## src/rtl/seg7_scan_capture_pkg.sv

```systemverilog
// Shared constants for the seven-segment scan capture: glyph patterns, anode patterns,
// FSM encodings, digit slot indices and the BCD-to-binary helper.
package seg7_scan_capture_pkg;

  // Lit-segment patterns, bit6..0 = a,b,c,d,e,f,g (before display polarity)
  localparam logic [6:0] GLYPH_0     = 7'h7E;
  localparam logic [6:0] GLYPH_1     = 7'h30;
  localparam logic [6:0] GLYPH_2     = 7'h6D;
  localparam logic [6:0] GLYPH_3     = 7'h79;
  localparam logic [6:0] GLYPH_4     = 7'h33;
  localparam logic [6:0] GLYPH_5     = 7'h5B;
  localparam logic [6:0] GLYPH_6     = 7'h5F;
  localparam logic [6:0] GLYPH_7     = 7'h70;
  localparam logic [6:0] GLYPH_8     = 7'h7F;
  localparam logic [6:0] GLYPH_9     = 7'h7B;
  localparam logic [6:0] GLYPH_9_ALT = 7'h73;

  localparam logic [3:0] AN_UNIT     = 4'b0111;
  localparam logic [3:0] AN_TEN      = 4'b1011;
  localparam logic [3:0] AN_HUNDRED  = 4'b1101;
  localparam logic [3:0] AN_THOUSAND = 4'b1110;
  localparam logic [3:0] AN_BLANK    = 4'b1111;

  localparam logic [1:0] StIdle   = 2'd0;
  localparam logic [1:0] StSettle = 2'd1;
  localparam logic [1:0] StHold   = 2'd2;

  localparam logic [1:0] SLOT_UNIT     = 2'd0;
  localparam logic [1:0] SLOT_TEN      = 2'd1;
  localparam logic [1:0] SLOT_HUNDRED  = 2'd2;
  localparam logic [1:0] SLOT_THOUSAND = 2'd3;

  function automatic logic [13:0] bcd_to_bin(input logic [15:0] bcd);
    logic [13:0] th, hu, te, un;
    th = {10'd0, bcd[15:12]};
    hu = {10'd0, bcd[11:8]};
    te = {10'd0, bcd[7:4]};
    un = {10'd0, bcd[3:0]};
    return th * 14'd1000 + hu * 14'd100 + te * 14'd10 + un;
  endfunction

endpackage

```

## src/rtl/seg7_scan_capture_glyph_decode.sv

```systemverilog
// Combinational glyph decoder: 7-bit lit-segment pattern -> {valid, bcd}.
module seg7_scan_capture_glyph_decode
  import seg7_scan_capture_pkg::*;
(
  input  logic [6:0] lit_i,
  output logic       valid_o,
  output logic [3:0] bcd_o
);

  always_comb begin
    valid_o = 1'b1;
    bcd_o   = 4'd0;
    case (lit_i)
      GLYPH_0:              bcd_o = 4'd0;
      GLYPH_1:              bcd_o = 4'd1;
      GLYPH_2:              bcd_o = 4'd2;
      GLYPH_3:              bcd_o = 4'd3;
      GLYPH_4:              bcd_o = 4'd4;
      GLYPH_5:              bcd_o = 4'd5;
      GLYPH_6:              bcd_o = 4'd6;
      GLYPH_7:              bcd_o = 4'd7;
      GLYPH_8:              bcd_o = 4'd8;
      GLYPH_9, GLYPH_9_ALT: bcd_o = 4'd9;
      default:              valid_o = 1'b0;
    endcase
  end

endmodule

```

## src/rtl/seg7_scan_capture.sv

```systemverilog
// Multiplexed 4-digit seven-segment bus reader: settles, decodes and frames digits into BCD/binary.
// Optional watchdog (stale_o) built when SCAN_WATCHDOG_EN is defined.
module seg7_scan_capture
  import seg7_scan_capture_pkg::*;
#(
  parameter int unsigned SETTLE_CYCLES  = 1000,
  parameter int unsigned TIMEOUT_CYCLES = 1000000,
  parameter bit          SEG_ACTIVE_LOW = 1'b1,
  parameter int unsigned CNT_W          = 20
) (
  input  logic        clk_i,
  input  logic        rst_ni,
  input  logic [3:0]  anode_select_i,
  input  logic [6:0]  seven_seg_i,
  output logic [15:0] digits_bcd_o,
  output logic [13:0] value_bin_o,
  output logic        frame_valid_o,
  output logic        code_err_o,
  output logic        anode_err_o,
  output logic        stale_o
);

  localparam logic [CNT_W-1:0] SettleLast = CNT_W'(SETTLE_CYCLES - 1);

  logic [3:0]       an_s1_q, an_s2_q, an_prev_q;
  logic [6:0]       seg_s1_q, seg_s2_q, seg_prev_q;
  logic [1:0]       state_q, state_d;
  logic [CNT_W-1:0] cnt_q, cnt_d;
  logic [15:0]      shadow_q, shadow_d, digits_q, digits_d;
  logic [13:0]      value_q, value_d;
  logic [3:0]       mask_q, mask_d;
  logic             frame_q, frame_d, code_err_q, code_err_d, anode_err_q, anode_err_d;
  logic             chg, eval, slot_ok, glyph_valid, capture, wd_fire;
  logic [1:0]       slot;
  logic [3:0]       glyph_bcd;
  logic [6:0]       lit;

  always_ff @(posedge clk_i or negedge rst_ni) begin
    if (!rst_ni) begin
      an_s1_q    <= AN_BLANK;
      an_s2_q    <= AN_BLANK;
      an_prev_q  <= AN_BLANK;
      seg_s1_q   <= '0;
      seg_s2_q   <= '0;
      seg_prev_q <= '0;
    end else begin
      an_s1_q    <= anode_select_i;
      an_s2_q    <= an_s1_q;
      an_prev_q  <= an_s2_q;
      seg_s1_q   <= seven_seg_i;
      seg_s2_q   <= seg_s1_q;
      seg_prev_q <= seg_s2_q;
    end
  end

  assign chg = (an_s2_q != an_prev_q) || (seg_s2_q != seg_prev_q);
  assign lit = SEG_ACTIVE_LOW ? ~seg_s2_q : seg_s2_q;

  seg7_scan_capture_glyph_decode u_glyph_decode (
    .lit_i   (lit),
    .valid_o (glyph_valid),
    .bcd_o   (glyph_bcd)
  );

  always_comb begin
    slot_ok = 1'b1;
    slot    = SLOT_UNIT;
    case (an_s2_q)
      AN_UNIT:     slot = SLOT_UNIT;
      AN_TEN:      slot = SLOT_TEN;
      AN_HUNDRED:  slot = SLOT_HUNDRED;
      AN_THOUSAND: slot = SLOT_THOUSAND;
      default:     slot_ok = 1'b0;
    endcase
  end

  always_comb begin
    state_d = state_q;
    cnt_d   = cnt_q;
    eval    = 1'b0;
    case (state_q)
      StIdle: begin
        if (an_s2_q != AN_BLANK) begin
          state_d = StSettle;
          cnt_d   = '0;
        end
      end
      StSettle: begin
        // A change always restarts settling, even on the cycle the limit is reached
        if (an_s2_q == AN_BLANK) begin
          state_d = StIdle;
        end else if (chg) begin
          cnt_d = '0;
        end else if (cnt_q == SettleLast) begin
          eval    = 1'b1;
          state_d = StHold;
        end else begin
          cnt_d = cnt_q + CNT_W'(1);
        end
      end
      StHold: begin
        if (an_s2_q != an_prev_q) begin
          cnt_d   = '0;
          state_d = (an_s2_q == AN_BLANK) ? StIdle : StSettle;
        end
      end
      default: state_d = StIdle;
    endcase
  end

  assign capture     = eval && slot_ok && glyph_valid;
  assign anode_err_d = eval && !slot_ok;
  assign code_err_d  = eval && slot_ok && !glyph_valid;

  always_comb begin
    mask_d   = mask_q;
    shadow_d = shadow_q;
    digits_d = digits_q;
    value_d  = value_q;
    frame_d  = 1'b0;
    if (mask_q == 4'b1111) begin
      frame_d  = 1'b1;
      digits_d = shadow_q;
      value_d  = bcd_to_bin(shadow_q);
      mask_d   = '0;
    end
    if (wd_fire || code_err_d) begin
      mask_d = '0;
    end
    if (capture) begin
      shadow_d[{slot, 2'b00} +: 4] = glyph_bcd;
      mask_d[slot]                 = 1'b1;
    end
  end

  always_ff @(posedge clk_i or negedge rst_ni) begin
    if (!rst_ni) begin
      state_q     <= StIdle;
      cnt_q       <= '0;
      shadow_q    <= '0;
      mask_q      <= '0;
      digits_q    <= '0;
      value_q     <= '0;
      frame_q     <= 1'b0;
      code_err_q  <= 1'b0;
      anode_err_q <= 1'b0;
    end else begin
      state_q     <= state_d;
      cnt_q       <= cnt_d;
      shadow_q    <= shadow_d;
      mask_q      <= mask_d;
      digits_q    <= digits_d;
      value_q     <= value_d;
      frame_q     <= frame_d;
      code_err_q  <= code_err_d;
      anode_err_q <= anode_err_d;
    end
  end

`ifdef SCAN_WATCHDOG_EN
  localparam logic [CNT_W-1:0] TimeoutLast = CNT_W'(TIMEOUT_CYCLES - 1);

  logic [CNT_W-1:0] wd_q, wd_d;
  logic             stale_q, stale_d;

  // Counter saturates at the limit so the mask stays cleared until a capture rearms it
  always_comb begin
    wd_fire = !capture && (wd_q == TimeoutLast);
    wd_d    = capture ? '0 : (wd_fire ? wd_q : wd_q + CNT_W'(1));
    stale_d = capture ? 1'b0 : (wd_fire ? 1'b1 : stale_q);
  end

  always_ff @(posedge clk_i or negedge rst_ni) begin
    if (!rst_ni) begin
      wd_q    <= '0;
      stale_q <= 1'b0;
    end else begin
      wd_q    <= wd_d;
      stale_q <= stale_d;
    end
  end

  assign stale_o = stale_q;
`else
  assign wd_fire = 1'b0;
  assign stale_o = 1'b0;
`endif

  assign digits_bcd_o  = digits_q;
  assign value_bin_o   = value_q;
  assign frame_valid_o = frame_q;
  assign code_err_o    = code_err_q;
  assign anode_err_o   = anode_err_q;

endmodule

```

## config.mk

```make
export PLATFORM = sky130hd
export DESIGN_NAME = seg7_scan_capture
export DESIGN_NICKNAME = d
export VERILOG_FILES = /design/src/rtl/seg7_scan_capture_pkg.sv /design/src/rtl/seg7_scan_capture_glyph_decode.sv /design/src/rtl/seg7_scan_capture.sv
export SDC_FILE = /design/constraint.sdc
export NUM_CORES = 1
export LEC_CHECK = 0
export ABC_CLOCK_PERIOD_IN_PS = 7550
export CAP_MARGIN = 20
export CORE_ASPECT_RATIO = 1.75
export CORE_MARGIN = 4
export CORE_UTILIZATION = 35
export DETAILED_ROUTE_END_ITERATION = 8
export GPL_TIMING_DRIVEN = 0
export PLACE_DENSITY = 0.62
export SETUP_SLACK_MARGIN = 0.15
export SLEW_MARGIN = 0
export SYNTH_ARGS = -nofsm -noshare
export SYNTH_HDL_FRONTEND = slang
export SYNTH_SLANG_ARGS = --single-unit
```

## constraint.sdc

```tcl
create_clock -name clk_i -period 7.55 [get_ports clk_i]
set_clock_uncertainty 0.15 [all_clocks]
set_input_delay 1.8875 -clock clk_i [delete_from_list [all_inputs] [get_ports clk_i]]
set_output_delay 1.8875 -clock clk_i [all_outputs]
set_load 0.005 [all_outputs]
```

Yosys cells after proc, flatten, opt, wreduce, memory -nomap -nowiden
Cells that the tools add are included.
- register bits: 108
- input port bits: 13
- logic and storage cells: 101
- $add $sub $neg: 5
- multiply operators: 3
- magnitude comparators: 2
- equality and inequality tests: 29
- shifts and indexed selects: 2
- muxes and demuxes: 28
- bitwise gates (word level): 2
- reduce and logical (&&, ||, !) cells: 15
- operators by type and width (operator ; number):
    two-way mux 20 bit ; 5
    == test 7 bit, second input constant ; 9
    case mux 20 bit (3 select lines) ; 1
    case mux 4 bit (9 select lines) ; 1
    adder 20 x 1 -> 20 bit, second input constant ; 1
    == test 20 x 10 -> 1 bit, second input constant ; 1
    == test 4 bit, second input constant ; 5
    bitwise mux 16 bit ; 1
    variable shift 4 x 6 -> 16 bit, first input constant ; 1
    variable part select 4 x 6 -> 16 bit ; 1
    adder 14 x 11 -> 14 bit ; 1
    adder 14 x 4 -> 14 bit ; 1
    adder 14 x 8 -> 14 bit ; 1
    == test 7 x 6 -> 1 bit, second input constant ; 2
    two-way mux 4 bit ; 3
    case mux 2 bit (3 select lines) ; 2
    multiplier 4 x 7 -> 11 bit, second input constant ; 1
    OR reduction 11 bit ; 1
    two-way mux 2 bit ; 5
    multiplier 4 x 5 -> 9 bit, second input constant ; 1
    two-way mux 1 bit ; 9
    != test 3 bit, second input constant ; 3
    multiplier 4 x 3 -> 7 bit, second input constant ; 1
    != test 7 bit ; 1
    other kinds (21) ; 28

Logic depth before layout (Yosys ltp)
- depth in word-level cells: 10
- depth in mapped cells: 18
- depth with buffers taken out: 18

Modules after synthesis
A second synthesis with hierarchy kept.
- cells, all modules: 619
- area total of the unflattened synthesis: 6306.0 µm²
- modules (own cells, without submodules) (module ; times used ; cells each ; area an instance (µm²) ; sequential area each (µm²)):
    seg7_scan_capture ; 1 ; 591 ; 6095.8 ; 2692.6
    seg7_scan_capture_glyph_decode ; 1 ; 28 ; 210.2 ; 0.0

Worst setup path after synthesis
No wires, ideal clock.
- path kind: register -> register
- from: reg shadow_q[14]
- to: reg value_q[13], in the netlist value_bin_o[13]
- arrival time: 4.401 ns
- data required time: 7.265 ns
- slack: 2.864 ns
- cell stages (with the launch flop): 19
- buffers on the path: 0
- clock period less this slack: 4.686 ns
- cells stage by stage: dfrtp_1 fa_1 inv_1 fa_1 inv_1 ha_1 nor2b_1 o21ai_0 nand2_1 xnor2_1 ha_1 ha_1 ha_1 a21oi_1 inv_1 o41ai_1 o21ai_0 xnor2_1 o21ai_0
- longest elaborated chain between the ends: 4
- ends and longest elaborated chain (item ; RTL line ; text):
    start, declared ; seg7_scan_capture.sv:29 ; logic [15:0] shadow_q, shadow_d, digits_q, digits_d;
    start signal, assigned ; seg7_scan_capture.sv:150 ; shadow_q <= shadow_d;
    multiplier 4 x 7 -> 11 bit ; seg7_scan_capture_pkg.sv:39 ; return th * 14'd1000 + hu * 14'd100 + te * 14'd10 + un;
    adder 14 x 11 -> 14 bit ; seg7_scan_capture_pkg.sv:39 ;
    adder 14 x 8 -> 14 bit ; seg7_scan_capture_pkg.sv:39 ;
    adder 14 x 4 -> 14 bit ; seg7_scan_capture_pkg.sv:39 ;
    end signal, assigned ; seg7_scan_capture.sv:153 ; value_q <= value_d;
    end, declared ; seg7_scan_capture.sv:30 ; logic [13:0] value_q, value_d;
Every way passes these cells.
A chain may end at the register's enable or synchronous reset.

Final worst setup path
Ends and elaborated chain as after synthesis.

==> summary.txt <==
Run status
  • Outcome: complete, no violations

Critical path
  • Critical path launch point type: register
  • Critical path class: register to register
  • CP max-delay cell: fa_1
  • Delay-heaviest family, CP: adder cells
  • Worst EP required: 7.67 ns
  • Worst path bufs/invs: 3
  • Arrival @ worst endpoint: between 5 and 6 ns
  • Worst stage delay on the critical path: 0.62 ns
  • Most repeated library cell on the critical path: ha_1
  • Crit end category: register
  • Peak fanout along the critical path: 7
  • Worst path cell trace: fa_1 > inv_1 > fa_1 > inv_1 > ha_1 > nor2b_1 > o21ai_0 > nand2_1 > xnor2_1 > ha_1 > ha_1 > ha_1 > a21oi_1 > inv_1 > o41ai_1 > o21ai_0 > xnor2_1 > o21ai_0

Clocking
  • Setup repair bufs after CTS: 0
  • Worst-path clk slew: 0.07 ns
  • Htree depth: 3
  • Post-cts resize count: 0
  • Num CTS Buffers: 9
  • Worst-case clock buffer depth: 2
  • Clock Tree Root: clkbuf_16
  • Hold buffers post-CTS: 0
  • Skew-Pair Late Insertion Delay: between 0.3 and 0.4 ns
  • CTS tree: done
  • Clock sinks: between 100 and 150

Finish
  • Final Net Count: 756
  • Inserted Diodes: 0
  • Fillers: 1670
  • Fin area: 7300 um^2
  • Layout cells sized above 1: 9.69%
  • Register area: 2690 um^2
  • Multi-input logic area: roughly 3300 um^2
  • Area grow syn2layout: 16.9%

Timing
  • Crit path time final: 5.15 ns
  • Final worst slack: around 2.4 ns
  • Worst slew margin: 50.9%
  • Part of the cycle the worst path needs: 68.2%
  • Max-slew violation count: 0
  • Worst-Margin Slew: about 0.74 ns
  • Final Hold Vio Count: 0
  • FMAX: 194 MHz
  • RSZ-0062 raised after global routing: no
  • Setup TNS Final: 0 ns
  • Final setup vio count: 0

Floorplan
  • Die ar.: 20100 um^2
  • Core Box Area: between 15000 and 20000 um^2
  • Starting Density: between 30% and 40%
  • I/O Pins: 47
  • Die Wd: 109 um
  • Die extent in y: approximately 180 um
  • Num rows: between 60 and 70

Global route
  • Met3 Use GR: 2.35%
  • Antenna violations before repair: 0
  • Vias in the first global route: 4766
  • Grt total ovfl: 0
  • GR Util met1: between 10% and 20%
  • Largest net degree at the start of global routing: 58
  • Met2 usage: 24.9%
  • First-pass GRT wire length: 22.1 mm
  • Gr busiest metal: met2
  • GRT Total Usage: 13.7%

Synthesis
  • Count of unique library cells instantiated by Yosys: 59
  • EDFF count, synth: 0
  • Async SR Flop Fraction: 100%
  • Synthesized instance count: 609
  • Mean Syn Cell Area: 10.3 um^2
  • Yosys Warn Count: 0
  • Net Count, Synth: 699
  • Register area share after synthesis: 43.1%
  • Post-synthesis sequential element count: 107
  • Ys flop type: dfrtp_1
  • Synthesized cell area: 6250 um^2

Power
  • Power Internal: 853 uW
  • Power Total: 1.11 mW
  • Seq pwr share: 53.0%
  • P per Cell Area: around 150 nW/um^2
  • Switching power total: 256 uW
  • Power share of the clock group: between 40% and 50%
  • Comb pwr share: under 10%
  • Lkg Pwr: 3.45 nW
  • VDD IR-drop max: 0.143 mV
  • Switching share of power: between 20% and 30%

Hold path
  • Worst hold path type: register to register

Drt
  • DRC: 0
  • Wire length per cell: 14.1 um
  • Routed wire length: about 13 mm
  • Via/cell ratio: 4.93
  • Drt first pass iters: 4
  • Via count: around 4400
  • Routed Antenna Nets: 0
  • DR iter-0 viols: 130

Placement
  • Post-placement setup slack: 2.39 ns
  • Routability-driven placement congestion ratio: 0.832
  • Port Buffers: 45
  • DP HPWL: around 10 mm
  • Dpl cell area: ~7000 um^2

Job
  • Maxcap violations: 0
sequential cells by signal (all words and copies together) (netlist names), 4 cells and up:
signal        flops
seg_s2_q          7
seg_prev_q        7
an_s1_q           4
value_bin_o      13
cnt_q            20
an_prev_q         4
an_s2_q           4
mask_q            4
digits_bcd_o     16
shadow_q         16
seg_s1_q          7
worst paths after layout:
kind	start	to	slack, ns	cells after the start
max reg2reg	shadow_q[14]	value_bin_o[13]	2.40	18
max in group asynchronous	rst_ni	an_s1_q[1]	5.08	2
min	seg_s1_q[3]	seg_s2_q[3]	0.20	0
min reg2reg	seg_s1_q[3]	seg_s2_q[3]	0.20	0
min in group asynchronous	rst_ni	cnt_q[5]	1.45	1
max	shadow_q[14]	value_bin_o[13]	2.40	18
layout by cell type, fill, tap and decap left out, types with 17 or more instances in the layout:
cell type and instances:
xor2_1 19, inv_1 46, o21ai_0 30, ha_1 60, a21oi_1 18, xnor2_1 18, nor2_1 45, clkdlybuf4s50_1 44
dfrtp_1 95, nand2_1 83, fa_1 17
metal layers:
layer / vias to the layer above / share of wire, % / wire (um)
met5: - / 0 / 0
met1: 2176 / 40 / 5090
li1: 2176 / - / -
met3: 21 / 3.1 / 400
met4: 0 / 2.8 / 358
met2: 76 / 54 / 6890
stage by stage:
stage          util [%]  cells  hold slack (ns)
6_report           41.7    902            0.200
5_1_grt            41.7    902            0.210
4_1_cts            41.7    902            0.202
3_5_place_dp       40.0    886            0.185
3_3_place_gp       39.8    885            0.181
2_1_floorplan         -    609            0.181
cell families after synthesis:
kind of cell    Yosys count  synth area share, %
xor+xnor                 38                 5.45
simple gates            205                 16.2
other cells               1               0.0600
compound gates           96                 10.1
buf+inv                  68                 4.55
mux                      16                 2.88
fa+ha+maj                78                 17.6
flops                   107                 43.1
power groups by stage:
| stage | logic [mW] | clock network [mW] | registers [mW] |
|---|---|---|---|
| floorplan | 0.0318 | 0 | 0.598 |
| global placement | 0.0539 | 0 | 0.599 |
| detailed placement | 0.0577 | 0 | 0.599 |
| CTS | 0.0578 | 0.480 | 0.588 |
| global route | 0.0638 | 0.498 | 0.589 |
| finish | 0.0566 | 0.464 | 0.588 |
Yosys cell counts (8+ instances only):
cell type	number	area share, %
dfrtp_1	95	38
nand2_1	83	5.0
ha_1	60	12
inv_1	46	2.8
nor2_1	45	2.7
o21ai_0	30	2.4
xor2_1	19	2.7
a21oi_1	18	1.4
xnor2_1	18	2.5
fa_1	17	5.4
mux2_2	13	2.3
dfstp_2	12	5.0
clkbuf_1	11	0.66
nor3_1	10	0.80
o211ai_1	8	0.96
or3_1	8	0.80
area by class of cell:
cell class              instances  area share, %
repair buffers                 46           6.51
well taps                     231           3.96
flip-flops and latches        107           36.9
plain buffers                  22           1.52
multi-input cells             434           44.8
clock buffers                  11           3.48
clock inverters                 5          0.531
inverters                      46           2.36
No activity file was read; power rests on OpenSTA's default activity.
